## config.mk

```make
export PLATFORM = sky130hd
export DESIGN_NAME = led_sequencer
export DESIGN_NICKNAME = d
export VERILOG_FILES = /design/src/rtl/led_sequencer.sv
export SDC_FILE = /design/constraint.sdc
export NUM_CORES = 1
export LEC_CHECK = 0
export BUFFER_PORTS_ARGS = -buffer_cell sky130_fd_sc_hd__buf_2
export CAP_MARGIN = 20
export CORE_MARGIN = 2
export CORE_UTILIZATION = 55
export CTS_CLUSTER_SIZE = 28
export DETAILED_ROUTE_END_ITERATION = 6
export PLACE_DENSITY = 0.77
export SYNTH_ARGS = -nofsm -noshare
export SYNTH_HDL_FRONTEND = slang
export SYNTH_SLANG_ARGS = --single-unit
export TNS_END_PERCENT = 50
```

## constraint.sdc

```tcl
create_clock -name clk -period 5.9 [get_ports clk]
set_clock_uncertainty 0.15 [all_clocks]
set_input_delay 0.59 -clock clk [delete_from_list [all_inputs] [get_ports clk]]
set_output_delay 0.59 -clock clk [all_outputs]
set_load 0.05 [all_outputs]
```

## src/rtl/led_sequencer.sv

```systemverilog
// ============================================================================
// Module   : led_sequencer
// Brief    : Step-rate LED pattern sequencer with rotating 7-segment ring.
// Revision : 1.0 - first release of the parametrised sequencer
// ============================================================================
`default_nettype none

module led_sequencer #(
  parameter int CLK_HZ     = 10000000,
  parameter int STEP_HZ    = 4,
  parameter int NUM_LEDS   = 16,
  parameter int NUM_DIGITS = 6
) (
  input  logic                    clk,
  input  logic                    rst,
  input  logic [1:0]              mode,
  input  logic                    pause,
  output logic [NUM_LEDS-1:0]     led,
  output logic [8*NUM_DIGITS-1:0] hex,
  output logic                    tick
);

  localparam int C_DIV   = CLK_HZ / STEP_HZ;
  localparam int C_CNT_W = (C_DIV > 1) ? $clog2(C_DIV) : 1;
  localparam int C_POS_W = (NUM_LEDS > 1) ? $clog2(NUM_LEDS) : 1;
  localparam int C_LVL_W = $clog2(NUM_LEDS + 1);

  localparam logic [C_CNT_W-1:0] C_CNT_LAST = C_CNT_W'(C_DIV - 1);
  localparam logic [C_POS_W-1:0] C_POS_LAST = C_POS_W'(NUM_LEDS - 1);
  localparam logic [C_POS_W-1:0] C_POS_TURN = C_POS_W'((NUM_LEDS > 1) ? NUM_LEDS - 2 : 0);
  localparam logic [C_LVL_W-1:0] C_LVL_FULL = C_LVL_W'(NUM_LEDS);
  localparam logic [2:0]         C_RING_LAST = 3'd5;

  typedef enum logic [1:0] {
    MODE_ALT    = 2'd0,
    MODE_CHASE  = 2'd1,
    MODE_BOUNCE = 2'd2,
    MODE_BAR    = 2'd3
  } mode_e;

  typedef enum logic {
    DIR_UP   = 1'b0,
    DIR_DOWN = 1'b1
  } dir_e;

  logic [C_CNT_W-1:0]      count_q, count_d;
  logic                    tick_q, tick_d;
  logic [NUM_LEDS-1:0]     led_q, led_d;
  logic [8*NUM_DIGITS-1:0] hex_q, hex_d;
  logic [C_POS_W-1:0]      pos_q, pos_d;
  dir_e                    dir_q, dir_d;
  logic                    phase_q, phase_d;
  logic [C_LVL_W-1:0]      lvl_q, lvl_d;
  logic [2:0]              ring_q, ring_d;
  mode_e                   mode_q, mode_d;

  logic                    phase_next;
  logic [C_LVL_W-1:0]      lvl_next;
  logic [2:0]              ring_next;
  logic [NUM_LEDS-1:0]     alt_pat;
  logic [NUM_LEDS-1:0]     onehot_pat;
  logic [NUM_LEDS-1:0]     bar_pat;
  logic [8*NUM_DIGITS-1:0] ring_hex;

  assign phase_next = ~phase_q;
  assign lvl_next   = (lvl_q == C_LVL_FULL) ? '0 : lvl_q + 1'b1;
  assign ring_next  = (ring_q == C_RING_LAST) ? 3'd0 : ring_q + 3'd1;

  // Per-LED pattern candidates; the step logic only selects between them.
  for (genvar i = 0; i < NUM_LEDS; i++) begin : g_led
    if (i % 2 == 0) begin : g_even
      assign alt_pat[i] = phase_next;
    end else begin : g_odd
      assign alt_pat[i] = ~phase_next;
    end
    assign onehot_pat[i] = (pos_q == C_POS_W'(i));
    assign bar_pat[i]    = (C_LVL_W'(i) < lvl_next);
  end

  // Digit k lights segment (ring_next + k) mod 6, folded without a divider.
  for (genvar k = 0; k < NUM_DIGITS; k++) begin : g_digit
    localparam logic [3:0] C_OFF = 4'(k % 6);
    logic [3:0] seg_sum;
    logic [2:0] seg_sel;
    assign seg_sum = {1'b0, ring_next} + C_OFF;
    assign seg_sel = (seg_sum >= 4'd6) ? 3'(seg_sum - 4'd6) : seg_sum[2:0];
    assign ring_hex[8*k +: 8] = ~(8'h01 << seg_sel);
  end

  always_comb begin
    count_d = count_q;
    tick_d  = 1'b0;
    led_d   = led_q;
    hex_d   = hex_q;
    pos_d   = pos_q;
    dir_d   = dir_q;
    phase_d = phase_q;
    lvl_d   = lvl_q;
    ring_d  = ring_q;
    mode_d  = mode_q;

    if (!pause) begin
      if (count_q == C_CNT_LAST) begin
        count_d = '0;
        tick_d  = 1'b1;
        ring_d  = ring_next;
        hex_d   = ring_hex;

        if (mode_e'(mode) != mode_q) begin
          // A mode change restarts the pattern and shows one blank step.
          mode_d  = mode_e'(mode);
          pos_d   = '0;
          dir_d   = DIR_UP;
          phase_d = 1'b0;
          lvl_d   = '0;
          led_d   = '0;
        end else begin
          unique case (mode_q)
            MODE_ALT: begin
              phase_d = phase_next;
              led_d   = alt_pat;
            end
            MODE_CHASE: begin
              led_d = onehot_pat;
              pos_d = (pos_q == C_POS_LAST) ? '0 : pos_q + 1'b1;
            end
            MODE_BOUNCE: begin
              led_d = onehot_pat;
              if (NUM_LEDS == 1) begin
                pos_d = '0;
              end else if (dir_q == DIR_UP) begin
                if (pos_q == C_POS_LAST) begin
                  dir_d = DIR_DOWN;
                  pos_d = C_POS_TURN;
                end else begin
                  pos_d = pos_q + 1'b1;
                end
              end else begin
                if (pos_q == '0) begin
                  dir_d = DIR_UP;
                  pos_d = C_POS_W'(1);
                end else begin
                  pos_d = pos_q - 1'b1;
                end
              end
            end
            MODE_BAR: begin
              lvl_d = lvl_next;
              led_d = bar_pat;
            end
            default: ;
          endcase
        end
      end else begin
        count_d = count_q + 1'b1;
      end
    end
  end

  always_ff @(posedge clk) begin
    if (rst) begin
      count_q <= '0;
      tick_q  <= 1'b0;
      led_q   <= '0;
      hex_q   <= '1;
      pos_q   <= '0;
      dir_q   <= DIR_UP;
      phase_q <= 1'b0;
      lvl_q   <= '0;
      ring_q  <= 3'd0;
      mode_q  <= mode_e'(mode);
    end else begin
      count_q <= count_d;
      tick_q  <= tick_d;
      led_q   <= led_d;
      hex_q   <= hex_d;
      pos_q   <= pos_d;
      dir_q   <= dir_d;
      phase_q <= phase_d;
      lvl_q   <= lvl_d;
      ring_q  <= ring_d;
      mode_q  <= mode_d;
    end
  end

  assign led  = led_q;
  assign hex  = hex_q;
  assign tick = tick_q;

endmodule

`default_nettype wire

```

# == Word level (Yosys, flattened, before mapping) ==
# Index checks and enable logic that the tools add are counted.
# word_totals
word_cells,132
inputBits,5
ff_bits,103
# op_classes
bitwise_logic,8
magnitude_cmp,22
reduce_logical,16
shift,6
n_mux,31
n_eq_ne,23
add_sub_neg,16
# op_table
operator,count
$not A8 Y8,6
$pmux W16 S3,1
$shl A1 B3 Y8 const A,6
$lt A4 B5 Y1 const A,8
$eq A4 B4 Y1 const B,8
$add A22 B1 Y22 const B,1
$eq A22 B22 Y1 const B,1
$mux W22,1
$mux W3,7
$ge A4 B3 Y1 const B,5
$lt A3 B5 Y1 const A,4
$mux W4,5
$sub A3 B3 Y3 const B,6
$eq A4 B3 Y1 const B,4
$mux W16,1
$mux W5,3
$reduce_and A3 Y1,5
$lt A1 B5 Y1 const A,2
$lt A2 B5 Y1 const A,2
$reduce_bool A2 Y1,5
$add A3 B2 Y4 const B,2
$add A3 B3 Y4 const B,2
$eq A4 B2 Y1 const B,2
$mux W1,8
other kinds (21),27

# == Longest topological paths before layout ==
# Gate-level depths: netlist of the first run.
# depth
ltp_word,7
ltp_mapped,11

# == Worst setup path before layout of the first run ==
# No wires, ideal clock.
# synth_timing
path_kind,reg2reg
startpoint,register ring_q[2]
endpoint,register hex_q[19] (netlist: hex[19])
setup_time_ns,0.119
path_slack_ns,3.317
required_ns,5.631
stages_incl_launch_ff,12
t_arrival_ns,2.314
synth_period_minus_slack_ns,2.583
path_cell_list,dfxtp_1 clkbuf_1 inv_1 nand2_1 o21ai_0 ha_1 inv_1 a211oi_1 xnor2_1 nand2_1 nor3_1 o21bai_1
# synth_via
elab_chain_len,7
elab_cells_between_ends,9
classes_between,add/sub (3); order compare (1); eq/ne (1); shift (1); mux (2); bitwise (1)
# synth_rtl
item,line_no,source
"start, declared",54,"logic [2:0] ring_q, ring_d;"
"start signal, assigned",181,ring_q <= ring_d;
$add A3 B1 Y3 or $eq A3 B3 Y1 (tied branches),67,assign ring_next = (ring_q == C_RING_LAST) ? 3'd0 : ring_q + 3'd1;
$mux W3 *,67,
named net g_digit[0].seg_sum[2],83,logic [3:0] seg_sum;
$add A3 B2 Y4 *,85,"assign seg_sum = {1'b0, ring_next} + C_OFF;"
$ge A4 B3 Y1 or $sub A3 B3 Y3 (tied branches),86,assign seg_sel = (seg_sum >= 4'd6) ? 3'(seg_sum - 4'd6) : seg_sum[2:0];
$mux W3 *,86,
$shl A1 B3 Y8 *,87,assign ring_hex[8*k +: 8] = ~(8'h01 << seg_sel);
$not A8 Y8 *,87,
"end signal, assigned",165,hex_q <= '1;
"end signal, assigned",176,hex_q <= hex_d;
"end, declared",49,"logic [8*NUM_DIGITS-1:0] hex_q, hex_d;"
# The timed path passes the listed nets; every way through them passes the cells marked *.
# A chain may end at the register's enable or synchronous reset.

# == Worst setup path in the final report of the first run ==
# layout_timing
startpoint,register ring_q[0]
endpoint,register hex_q[19] (netlist: hex[19])
# Same word-level chain as after synthesis.

==> impl_metrics.json, run 1 <==
{
  "status": "complete, no violations",
  "min_period_ps": 3560,
  "synth-async-reset-ratio_pct": 0,
  "drt_iter0_drc": 224,
  "die_h_um": 98.3,
  "leakage_nw": 1.99,
  "vias": 4313,
  "globalplace.congestion": 0.875,
  "syn_to_final_growth_pct": 10.3,
  "cp_max_fo": 21,
  "track_usage_pct": 22.6,
  "grt_first_pass_wirelength_mm": 18.3,
  "io_pins": 70,
  "hold_path_depth": 1,
  "dieArea_mm2": 0.00967,
  "synth_area_per_cell_um2": 8.47,
  "ir_drop_mv": 0.147,
  "cts_buffers": 9,
  "placementRows": 34,
  "drc": 0,
  "clock.fmax_mhz": 281,
  "clock_power_share_pct": 34.1,
  "start_util_pct": 56.4,
  "cts.hold.buffers_added": 0,
  "maxCapViolCount": 0,
  "synth_nets": 599,
  "core_area_mm2": 0.00868,
  "power_frac_comb_pct": 4.7,
  "diodes": 0,
  "synthMuxAreaShare_pct": 1.46,
  "drv_slew": 0,
  "arrival_ps": 3660,
  "clk_pin_slew_ps": 90,
  "viasPerCell": 5.86,
  "overflow": 0,
  "ctsHtreeMaxLevel": 3,
  "fin_nets": 645,
  "tightest_slew_ps": 1090,
  "end_kind": "register",
  "synth_compound_area_share_pct": 20.0,
  "ys_warn_count": 0,
  "postRouteAntennaNets": 0,
  "clk_path_buf_depth": 2,
  "dpl.hpwl_mm": 7.81,
  "grt_pass1_vias": 3942,
  "die_w_um": 98.3,
  "slew_headroom_pct": 27.1,
  "synth_xor_area_share_pct": 4.65,
  "numClockSinks": 103,
  "cts_tree": "built",
  "timing.final.crit_share_pct": 60.4,
  "cts_resized": 0,
  "wl_per_cell_um": 15.1,
  "timing.rr.start": "ring_q[0]$_SDFFE_PP0P_",
  "setup_violations": 0,
  "routed_wirelength_mm": 11.1,
  "cp-start-kind": "register",
  "p_sw_mw": 0.279,
  "seq_power_share_pct": 61.3,
  "synthSimpleGateAreaFrac_pct": 23.0,
  "hold_path_end": "mode_q[0]$_DFFE_PP_",
  "utilization_pct": 62.2,
  "layout_commonest_cell": "dfxtp_1",
  "rrSetupSlack_ps": 2340,
  "synth_area_leaders": "dfxtp_1 41%, nor2_1 5.7%, ha_1 4.1%",
  "drive_above_1_share_pct": 15.8,
  "rsz0062_at_grt": "no",
  "post-synth-top-area-cell": "dfxtp_1",
  "timing.rr.end": "hex[19]$_SDFFE_PP1P_",
  "hold_path.class": "input pin to register",
  "internal_power_mw": 0.867,
  "crit_required_ps": 6000,
  "hold_violations": 0,
  "ys_types": 58,
  "synthAdderAreaFrac_pct": 4.09,
  "min_from": "mode[0]",
  "fin_setup_tns_ps": 0,
  "port_buffers": 69,
  "yosysSeqAreaShare_pct": 42.5,
  "swShare_pct": 24.4,
  "syn-cell-area_mm2": 0.00489,
  "ys.flop_type": "dfxtp_1",
  "p_per_area_mw_per_mm2": 212,
  "clockRootBuffer": "clkbuf_8",
  "synth_edf_count": 2,
  "ys_ff_latch": 103,
  "yosysTopAreaCellShare_pct": 41.3,
  "synth_top_family_by_area": "simple AND/OR/NAND/NOR gates",
  "antenna_found_initial": 0,
  "final_cell_mix": "101 x dfxtp_1, 74 x nor2_1, 69 x buf_2",
  "dr.pass1.iters": 5,
  "r2r_cells": 9,
  "critical_path_class": "register to register",
  "grt_max_degree": 56,
  "cts_setup_buffers": 0,
  "clock_latency_ps": 360,
  "postSynthCellCount": 578
}
[layer usage]
metal  share of wire, %  routed length, um  up-vias  global-route usage, %
met5                  0                  0        -                      0
met4                1.8                196        0                   6.64
met3                6.2                691       20                   5.65
met2                 47               5230      140                   36.6
met1                 45               4990     2011                   29.9
li1                   -                  -     2142                      -
[through the flow]
stage	hold WS [ps]	worst slack, ps	cells	cell area (um^2)	power, mW
CTS	292	2470	736	5400	1.15
detailed placement	291	2490	721	5240	0.771
global route	288	2050	736	5400	1.18
floorplan	303	3320	578	4890	0.760
finish	294	2340	736	5400	1.15
global placement	285	2730	721	5240	0.769
[state kept, by name, indices dropped and copies added (netlist names)]
name and count:
hex 48, count_q 22, led 16, lvl_q 5, pos_q 4, ring_q 3, mode_q 2, dir_q 1
phase_q 1, tick 1
[Yosys cell counts (4+ instances only)]
| master | count |
|---|---|
| buf_2 | 6 |
| nor2b_1 | 7 |
| o22ai_1 | 5 |
| xor2_1 | 13 |
| clkbuf_1 | 28 |
| o211ai_1 | 4 |
| nand2_1 | 47 |
| o21ai_0 | 32 |
| nor2_1 | 74 |
| or3_1 | 6 |
| mux2i_1 | 6 |
| nand2b_1 | 10 |
| dfxtp_1 | 101 |
| xnor2_1 | 13 |
| nor3_1 | 16 |
| nand3_1 | 25 |
| o32a_1 | 7 |
| and3_1 | 9 |
| a21oi_1 | 38 |
| o21a_1 | 6 |
| ha_1 | 16 |
| a22o_1 | 8 |
| a31oi_1 | 23 |
| inv_1 | 17 |
| o21bai_1 | 7 |
[critical path, cell delays in order (launching register included)]
cell and delay (ps):
dfxtp_1 850, inv_1 390, o21ai_0 610, ha_1 420, inv_1 110, a211oi_1 90, xnor2_1 400, nand2_1 190
nor3_1 160, o21bai_1 80
[kinds of logic after synthesis]
kind of cell / Yosys count
muxes: 7
DFF: 103
AOI/OAI and AO/OA: 152
xor gates and xnor gates: 26
and+or+nand+nor: 222
adders and majority gates: 16
buffers and inverters: 52
[layout make-up]
cell class | instances | area (um^2)
clock buffer | 9 | 124
sequential | 103 | 2080
timing repair buffer | 70 | 353
multi-input combinational | 423 | 2610
fill | 765 | 3280
inverter | 17 | 63.8
clock inverter | 6 | 37.5
tap | 108 | 135
[how the worst max path moves through the flow]
stage	start	to	slack, ps	depth (start not counted)
2_1_floorplan	ring_q[2]$_SDFFE_PP0P_	hex[19]$_SDFFE_PP1P_	3320	11
3_3_place_gp	ring_q[0]$_SDFFE_PP0P_	hex[17]$_SDFFE_PP1P_	2730	9
3_5_place_dp	ring_q[0]$_SDFFE_PP0P_	hex[19]$_SDFFE_PP1P_	2490	9
4_1_cts	ring_q[0]$_SDFFE_PP0P_	hex[19]$_SDFFE_PP1P_	2470	9
5_1_grt	ring_q[0]$_SDFFE_PP0P_	hex[19]$_SDFFE_PP1P_	2050	9
6_report	ring_q[0]$_SDFFE_PP0P_	hex[19]$_SDFFE_PP1P_	2340	9
[power groups by stage]
stage	Clock, mW	Sequential, mW	Combinational [mW]
2_1_floorplan	0	0.718	0.0424
3_3_place_gp	0	0.718	0.0507
3_5_place_dp	0	0.718	0.0525
4_1_cts	0.396	0.702	0.0528
5_1_grt	0.420	0.703	0.0590
6_report	0.390	0.702	0.0537
No activity file was read; power rests on OpenSTA's default activity.
==> run 2, diff against run 1 <==
==> constraint.sdc (replaced) <==
create_clock -name clk -period 3.29 [get_ports clk]
set_clock_uncertainty 0.15 [all_clocks]
set_input_delay 0.329 -clock clk [delete_from_list [all_inputs] [get_ports clk]]
set_output_delay 0.329 -clock clk [all_outputs]
set_load 0.05 [all_outputs]
==> run 2 against run 1 <==
Critical path depth increased by 1. Combinational power increased by 84%. Die area unchanged. Wire length increased by 3.5%. Worst setup slack got worse by 2000 ps. Fmax increased by 20%. Clock-buffer cell count increased by 1. Design area increased by 1.6%. Power increased by 81%. First-iteration DRC count decreased by 31%. Via count increased by 0.56%. Global-route usage increased by 1.5 points.
==> impl_metrics.json, run 2 (same netlist as run 1, synthesis figures left out) <==
{
  "critical_path_class": "register to register",
  "drc": 0,
  "status": "complete, no violations",
  "start_util_pct": 56.4,
  "hold_path_depth": 1,
  "regArea_mm2": 0.00208,
  "design_power_total_mw": 2.08,
  "fin_nets": 655,
  "holdWs_ps": 26.3,
  "viasPerCell": 5.81,
  "grt_pass1_vias": 4082,
  "dp_cells": 731,
  "clk_pin_slew_ps": 100,
  "multiInputGateArea_mm2": 0.00261,
  "largest_reg_flops": 48,
  "tightest_slew_ps": 907,
  "cts_setup_buffers": 0,
  "antenna_found_initial": 0,
  "dpl.hpwl_mm": 8.27,
  "diodes": 0,
  "setup_violations": 0,
  "end_kind": "register",
  "swShare_pct": 24.6,
  "routed_wirelength_mm": 11.5,
  "globalplace.congestion": 0.929,
  "clock_power_share_pct": 34.7,
  "utilization_pct": 63.2,
  "grt_first_pass_wirelength_mm": 19.4,
  "overflow": 0,
  "cts_buffers": 9,
  "ir_drop_mv": 0.235,
  "placementRows": 34,
  "final_cell_mix": "101 x dfxtp_1, 74 x nor2_1, 69 x buf_2",
  "pre_cts_slack_ps": 426,
  "crit_required_ps": 3400,
  "numClockSinks": 103,
  "die_h_um": 98.3,
  "fin_setup_tns_ps": 0,
  "seq_power_share_pct": 60.6,
  "leakage_nw": 2.04,
  "cp_max_fo": 13,
  "hold_violations": 0,
  "grt_max_degree": 35,
  "wl_per_cell_um": 15.4,
  "postRouteAntennaNets": 0,
  "fillCellCount": 793,
  "maxCapViolCount": 0,
  "clock.fmax_mhz": 338,
  "finalWorstSetupSlack_ps": 332,
  "dr.pass1.iters": 5,
  "slew_headroom_pct": 39.3,
  "rsz0062_at_grt": "no",
  "stdcell_count": 746,
  "min_period_ps": 2960,
  "clock_latency_ps": 360,
  "dieArea_mm2": 0.00967,
  "p_sw_mw": 0.511,
  "cts.hold.buffers_added": 0,
  "cp-start-kind": "register",
  "drt_iter0_drc": 154,
  "track_usage_pct": 24.1,
  "p_per_area_mw_per_mm2": 379,
  "drv_slew": 0,
  "power_frac_comb_pct": 4.7,
  "die_w_um": 98.3,
  "clockRootBuffer": "clkbuf_8",
  "arrival_ps": 3070,
  "vias": 4337,
  "design_area_mm2": 0.00548,
  "io_pins": 70,
  "drive_above_1_share_pct": 16.9,
  "layout_commonest_cell": "dfxtp_1",
  "clk_path_buf_depth": 2,
  "hold_path.class": "input pin to register",
  "timing.final.crit_share_pct": 89.9,
  "port_buffers": 69,
  "core_area_mm2": 0.00868,
  "syn_to_final_growth_pct": 12.0,
  "post_dp_cell_area_mm2": 0.00531,
  "internal_power_mw": 1.57,
  "ctsHtreeMaxLevel": 3,
  "r2r_cells": 10,
  "cts_tree": "built",
  "cts_resized": 0
}
[run 2: path summary, 6_finish.rpt]
path / end / startpoint / slack [ps]
min: mode_q[1]$_DFFE_PP_ / mode[1] / 30
max: hex[19]$_SDFFE_PP1P_ / ring_q[0]$_SDFFE_PP0P_ / 330
max reg2reg: hex[19]$_SDFFE_PP1P_ / ring_q[0]$_SDFFE_PP0P_ / 330
min reg2reg: hex[15]$_SDFFE_PP1P_ / hex[15]$_SDFFE_PP1P_ / 300
[run 2: critical path, stage by stage (launching register included)]
cell and delay [ps]:
dfxtp_1 640, buf_4 270, inv_1 70, o21ai_0 280
ha_1 370, inv_1 120, a211oi_1 90, xnor2_1 410
nand2_1 190, nor3_1 190, o21bai_1 80
[run 2: per-layer routing]
layer	track usage [%]	up-vias	share of wire, %
met5	0	-	0
met4	7.69	0	1.5
met3	5.01	15	5.2
met2	41.0	118	49
met1	30.5	2049	45
li1	-	2155	-
[run 2: layout make-up]
| type | instances | share of cell area, % |
|---|---|---|
| Clock buffer | 10 | 2.33 |
| Clock inverter | 5 | 0.776 |
| Inverter | 17 | 1.16 |
| Multi-Input combinational cell | 423 | 47.5 |
| Sequential cell | 103 | 38.0 |
| Tap cell | 108 | 2.46 |
| Timing Repair Buffer | 80 | 7.80 |
[run 2: power groups by stage]
stage          clock network, mW  registers, mW  logic [mW]
2_1_floorplan                  0           1.29      0.0761
3_3_place_gp                   0           1.29      0.0951
3_5_place_dp                   0           1.29      0.0978
4_1_cts                    0.741           1.26      0.0982
5_1_grt                    0.789           1.26       0.111
6_report                   0.722           1.26      0.0986
==> run 3, diff against run 2 <==
==> config.mk (replaced) <==
export PLATFORM = sky130hd
export DESIGN_NAME = led_sequencer
export DESIGN_NICKNAME = d
export VERILOG_FILES = /design/src/rtl/led_sequencer.sv
export SDC_FILE = /design/constraint.sdc
export NUM_CORES = 1
export LEC_CHECK = 0
export ABC_AREA = 1
export CORE_MARGIN = 2
export CORE_UTILIZATION = 55
export CTS_CLUSTER_SIZE = 28
export DETAILED_ROUTE_END_ITERATION = 6
export DONT_BUFFER_PORTS = 1
export PLACE_DENSITY = 0.7
export SYNTH_ARGS = -nofsm -noshare
export SYNTH_HDL_FRONTEND = slang
export SYNTH_SLANG_ARGS = --single-unit
export TNS_END_PERCENT = 50
==> run 3 against run 2 <==
Global-route usage increased by 0.96 points. Wire length up 7.9%. Sequential cell count did not move. First-iteration DRC count increased by 86%. Combinational power down 5.3%. Critical path depth grew 2. Register-to-register slack improved by 290 ps. Clock power grew 15%. Synthesized area rose by 9.0%. Via count up 13%. Non-clock buffer count decreased by 73. Cell count is 23% higher. Critical endpoint is now hex[20]$_SDFFE_PP1P_. Largest power group unchanged.
==> impl_metrics.json, run 3 <==
{
  "cts_setup_buffers": 0,
  "crit_chain": "buf_4 > inv_2 > nand2_1 > o21ai_2 > inv_1 > ha_1 > o211ai_1 > nand2_1 > nand2_1 > inv_1 > nor2_1 > a21oi_1",
  "drc": 0,
  "cts_resized": 0,
  "timing.rr.end": "hex[20]$_SDFFE_PP1P_",
  "postRouteAntennaNets": 0,
  "synth_area_leaders": "dfxtp_1 38%, nand2_1 14%, nor2_1 8.4%",
  "drt_iter0_drc": 287,
  "vias": 4911,
  "synth_xor_area_share_pct": 0.821,
  "maxCapViolCount": 0,
  "r2r_cells": 12,
  "placementRows": 35,
  "internal_power_mw": 1.67,
  "status": "complete, no violations",
  "ir_drop_mv": 0.400,
  "port_buffers": 0,
  "clock_latency_ps": 380,
  "clk_pin_slew_ps": 100,
  "drv_slew": 0,
  "syn-cell-area_mm2": 0.00534,
  "hold_path_end": "count_q[3]$_SDFFE_PP0N_",
  "ctsHtreeMaxLevel": 3,
  "drive_above_1_share_pct": 5.32,
  "start_util_pct": 57.2,
  "ys_warn_count": 0,
  "postSynthCellCount": 791,
  "cts_buffers": 9,
  "crit_required_ps": 3400,
  "post-synth-top-area-cell": "dfxtp_1",
  "core_area_mm2": 0.00933,
  "final_cell_mix": "202 x nand2_1, 120 x nor2_1, 101 x dfxtp_1",
  "synthAdderAreaFrac_pct": 3.75,
  "dpl.hpwl_mm": 9.12,
  "seq_power_share_pct": 57.7,
  "diodes": 0,
  "grt_first_pass_wirelength_mm": 20.9,
  "rrSetupSlack_ps": 620,
  "pre_cts_slack_ps": 659,
  "rsz0062_at_grt": "no",
  "die_h_um": 103,
  "dr.pass1.iters": 5,
  "max_stage_delay_ps": 390,
  "arrival_ps": 2770,
  "timing.final.crit_share_pct": 81.0,
  "min_period_ps": 2670,
  "hold_path_depth": 2,
  "synth_top_family_by_area": "simple AND/OR/NAND/NOR gates",
  "timing.rr.start": "ring_q[0]$_SDFFE_PP0P_",
  "cp_max_fo": 20,
  "grt_pass1_vias": 4517,
  "cp-start-kind": "register",
  "routed_wirelength_mm": 12.4,
  "clk_path_buf_depth": 2,
  "p_sw_mw": 0.505,
  "viasPerCell": 5.34,
  "clock.fmax_mhz": 375,
  "slew_headroom_pct": 63.0,
  "synth_edf_count": 2,
  "yosysSeqAreaShare_pct": 39.0,
  "crit_slowest_cell": "ha_1",
  "globalplace.congestion": 0.906,
  "leakage_nw": 2.42,
  "power_frac_comb_pct": 4.3,
  "largest_reg_flops": 48,
  "ys_types": 43,
  "yosysTopAreaCellShare_pct": 37.9,
  "grt_max_degree": 36,
  "cts_tree": "built",
  "cts.hold.buffers_added": 5,
  "crit_top_cell": "nand2_1",
  "synth-async-reset-ratio_pct": 0,
  "fin_setup_tns_ps": 0,
  "die_w_um": 103,
  "synthTopCellsByCount": "202 x nand2_1, 120 x nor2_1, 101 x dfxtp_1",
  "hold_violations": 0,
  "clockRootBuffer": "clkbuf_8",
  "io_pins": 70,
  "synthSimpleGateAreaFrac_pct": 35.0,
  "ys.flop_type": "dfxtp_1",
  "critical_path_class": "register to register",
  "synthMuxAreaShare_pct": 0,
  "overflow": 0,
  "wl_per_cell_um": 13.5,
  "min_from": "pause",
  "end_kind": "register",
  "tightest_slew_ps": 551,
  "clock_power_share_pct": 38.0,
  "synth_area_per_cell_um2": 6.75,
  "antenna_found_initial": 0,
  "cp_top_family": "buffers and inverters",
  "dieArea_mm2": 0.0105,
  "finalWorstSetupSlack_ps": 625,
  "p_per_area_mw_per_mm2": 387,
  "ys_ff_latch": 103,
  "crit_buf_inv": 4,
  "setup_violations": 0,
  "track_usage_pct": 25.0,
  "synth_nets": 812,
  "syn_to_final_growth_pct": 5.44,
  "layout_commonest_cell": "nand2_1",
  "numClockSinks": 103,
  "synth_compound_area_share_pct": 11.5,
  "swShare_pct": 23.2,
  "synth_most_common_cell": "nand2_1",
  "fin_nets": 806,
  "hold_path.class": "input pin to register"
}
-- run 3: final cells by class --
cell class | count | area, um^2
clock buffer | 11 | 151
timing repair buffer | 7 | 65.1
fill | 919 | 3700
clock inverter | 5 | 55.1
sequential | 103 | 2080
multi-input combinational | 561 | 2720
tap | 129 | 161
inverter | 103 | 388
-- run 3: worst reg2reg max path, delay by kind of cell (launching register included) --
kind / cells / cell delay, ps
AND/OR/NAND/NOR: 4 / 490
AO/OA/AOI/OAI: 3 / 470
buffers and inverters: 4 / 710
adder cells (fa/ha/maj): 1 / 390
flip-flops: 1 / 350
-- run 3: worst max path at each step --
stage	startpoint	endpoint	slack (ps)	cells after the start
after floorplan	ring_q[0]$_SDFFE_PP0P_	hex[17]$_SDFFE_PP1P_	1180	12
after global placement	ring_q[0]$_SDFFE_PP0P_	hex[17]$_SDFFE_PP1P_	800	12
after detailed placement	ring_q[0]$_SDFFE_PP0P_	hex[20]$_SDFFE_PP1P_	660	12
after CTS	ring_q[0]$_SDFFE_PP0P_	hex[20]$_SDFFE_PP1P_	640	12
after global routing	ring_q[0]$_SDFFE_PP0P_	hex[20]$_SDFFE_PP1P_	370	13
final	ring_q[0]$_SDFFE_PP0P_	hex[20]$_SDFFE_PP1P_	620	12
-- run 3: cells by family (layout without fill, tap and decap cells) --
group | count (synthesis) | count (layout)
compound gates | 106 | 106
xor+xnor | 5 | 5
fa+ha+maj | 16 | 16
buf+inv | 127 | 126
flops | 103 | 103
simple gates | 434 | 434
-- run 3: per-stage QoR --
step	util, %	std cells	cell area (um^2)	power [mW]	hold WS [ps]
2_1_floorplan	-	791	5340	1.36	278
3_3_place_gp	57.6	898	5370	1.37	252
3_5_place_dp	57.6	898	5370	1.37	254
4_1_cts	60.3	919	5630	2.20	79.7
5_1_grt	60.3	919	5630	2.26	126
6_report	60.3	919	5630	2.18	90.5
-- run 3: power groups by stage --
stage / Clock, mW / Combinational [mW] / Sequential [mW]
after floorplan: 0 / 0.0745 / 1.29
after CTS: 0.855 / 0.0926 / 1.26
after detailed placement: 0 / 0.0856 / 1.29
after global routing: 0.897 / 0.105 / 1.26
final: 0.828 / 0.0934 / 1.26
after global placement: 0 / 0.0844 / 1.29
-- run 3: metal layers --
layer / wire, um / part of all wire, % / GRT usage [%]
met1: 5750 / 46 / 33.2
met4: 285 / 2.3 / 10.8
met3: 795 / 6.4 / 6.24
met5: 0 / 0 / 0
met2: 5570 / 45 / 38.9
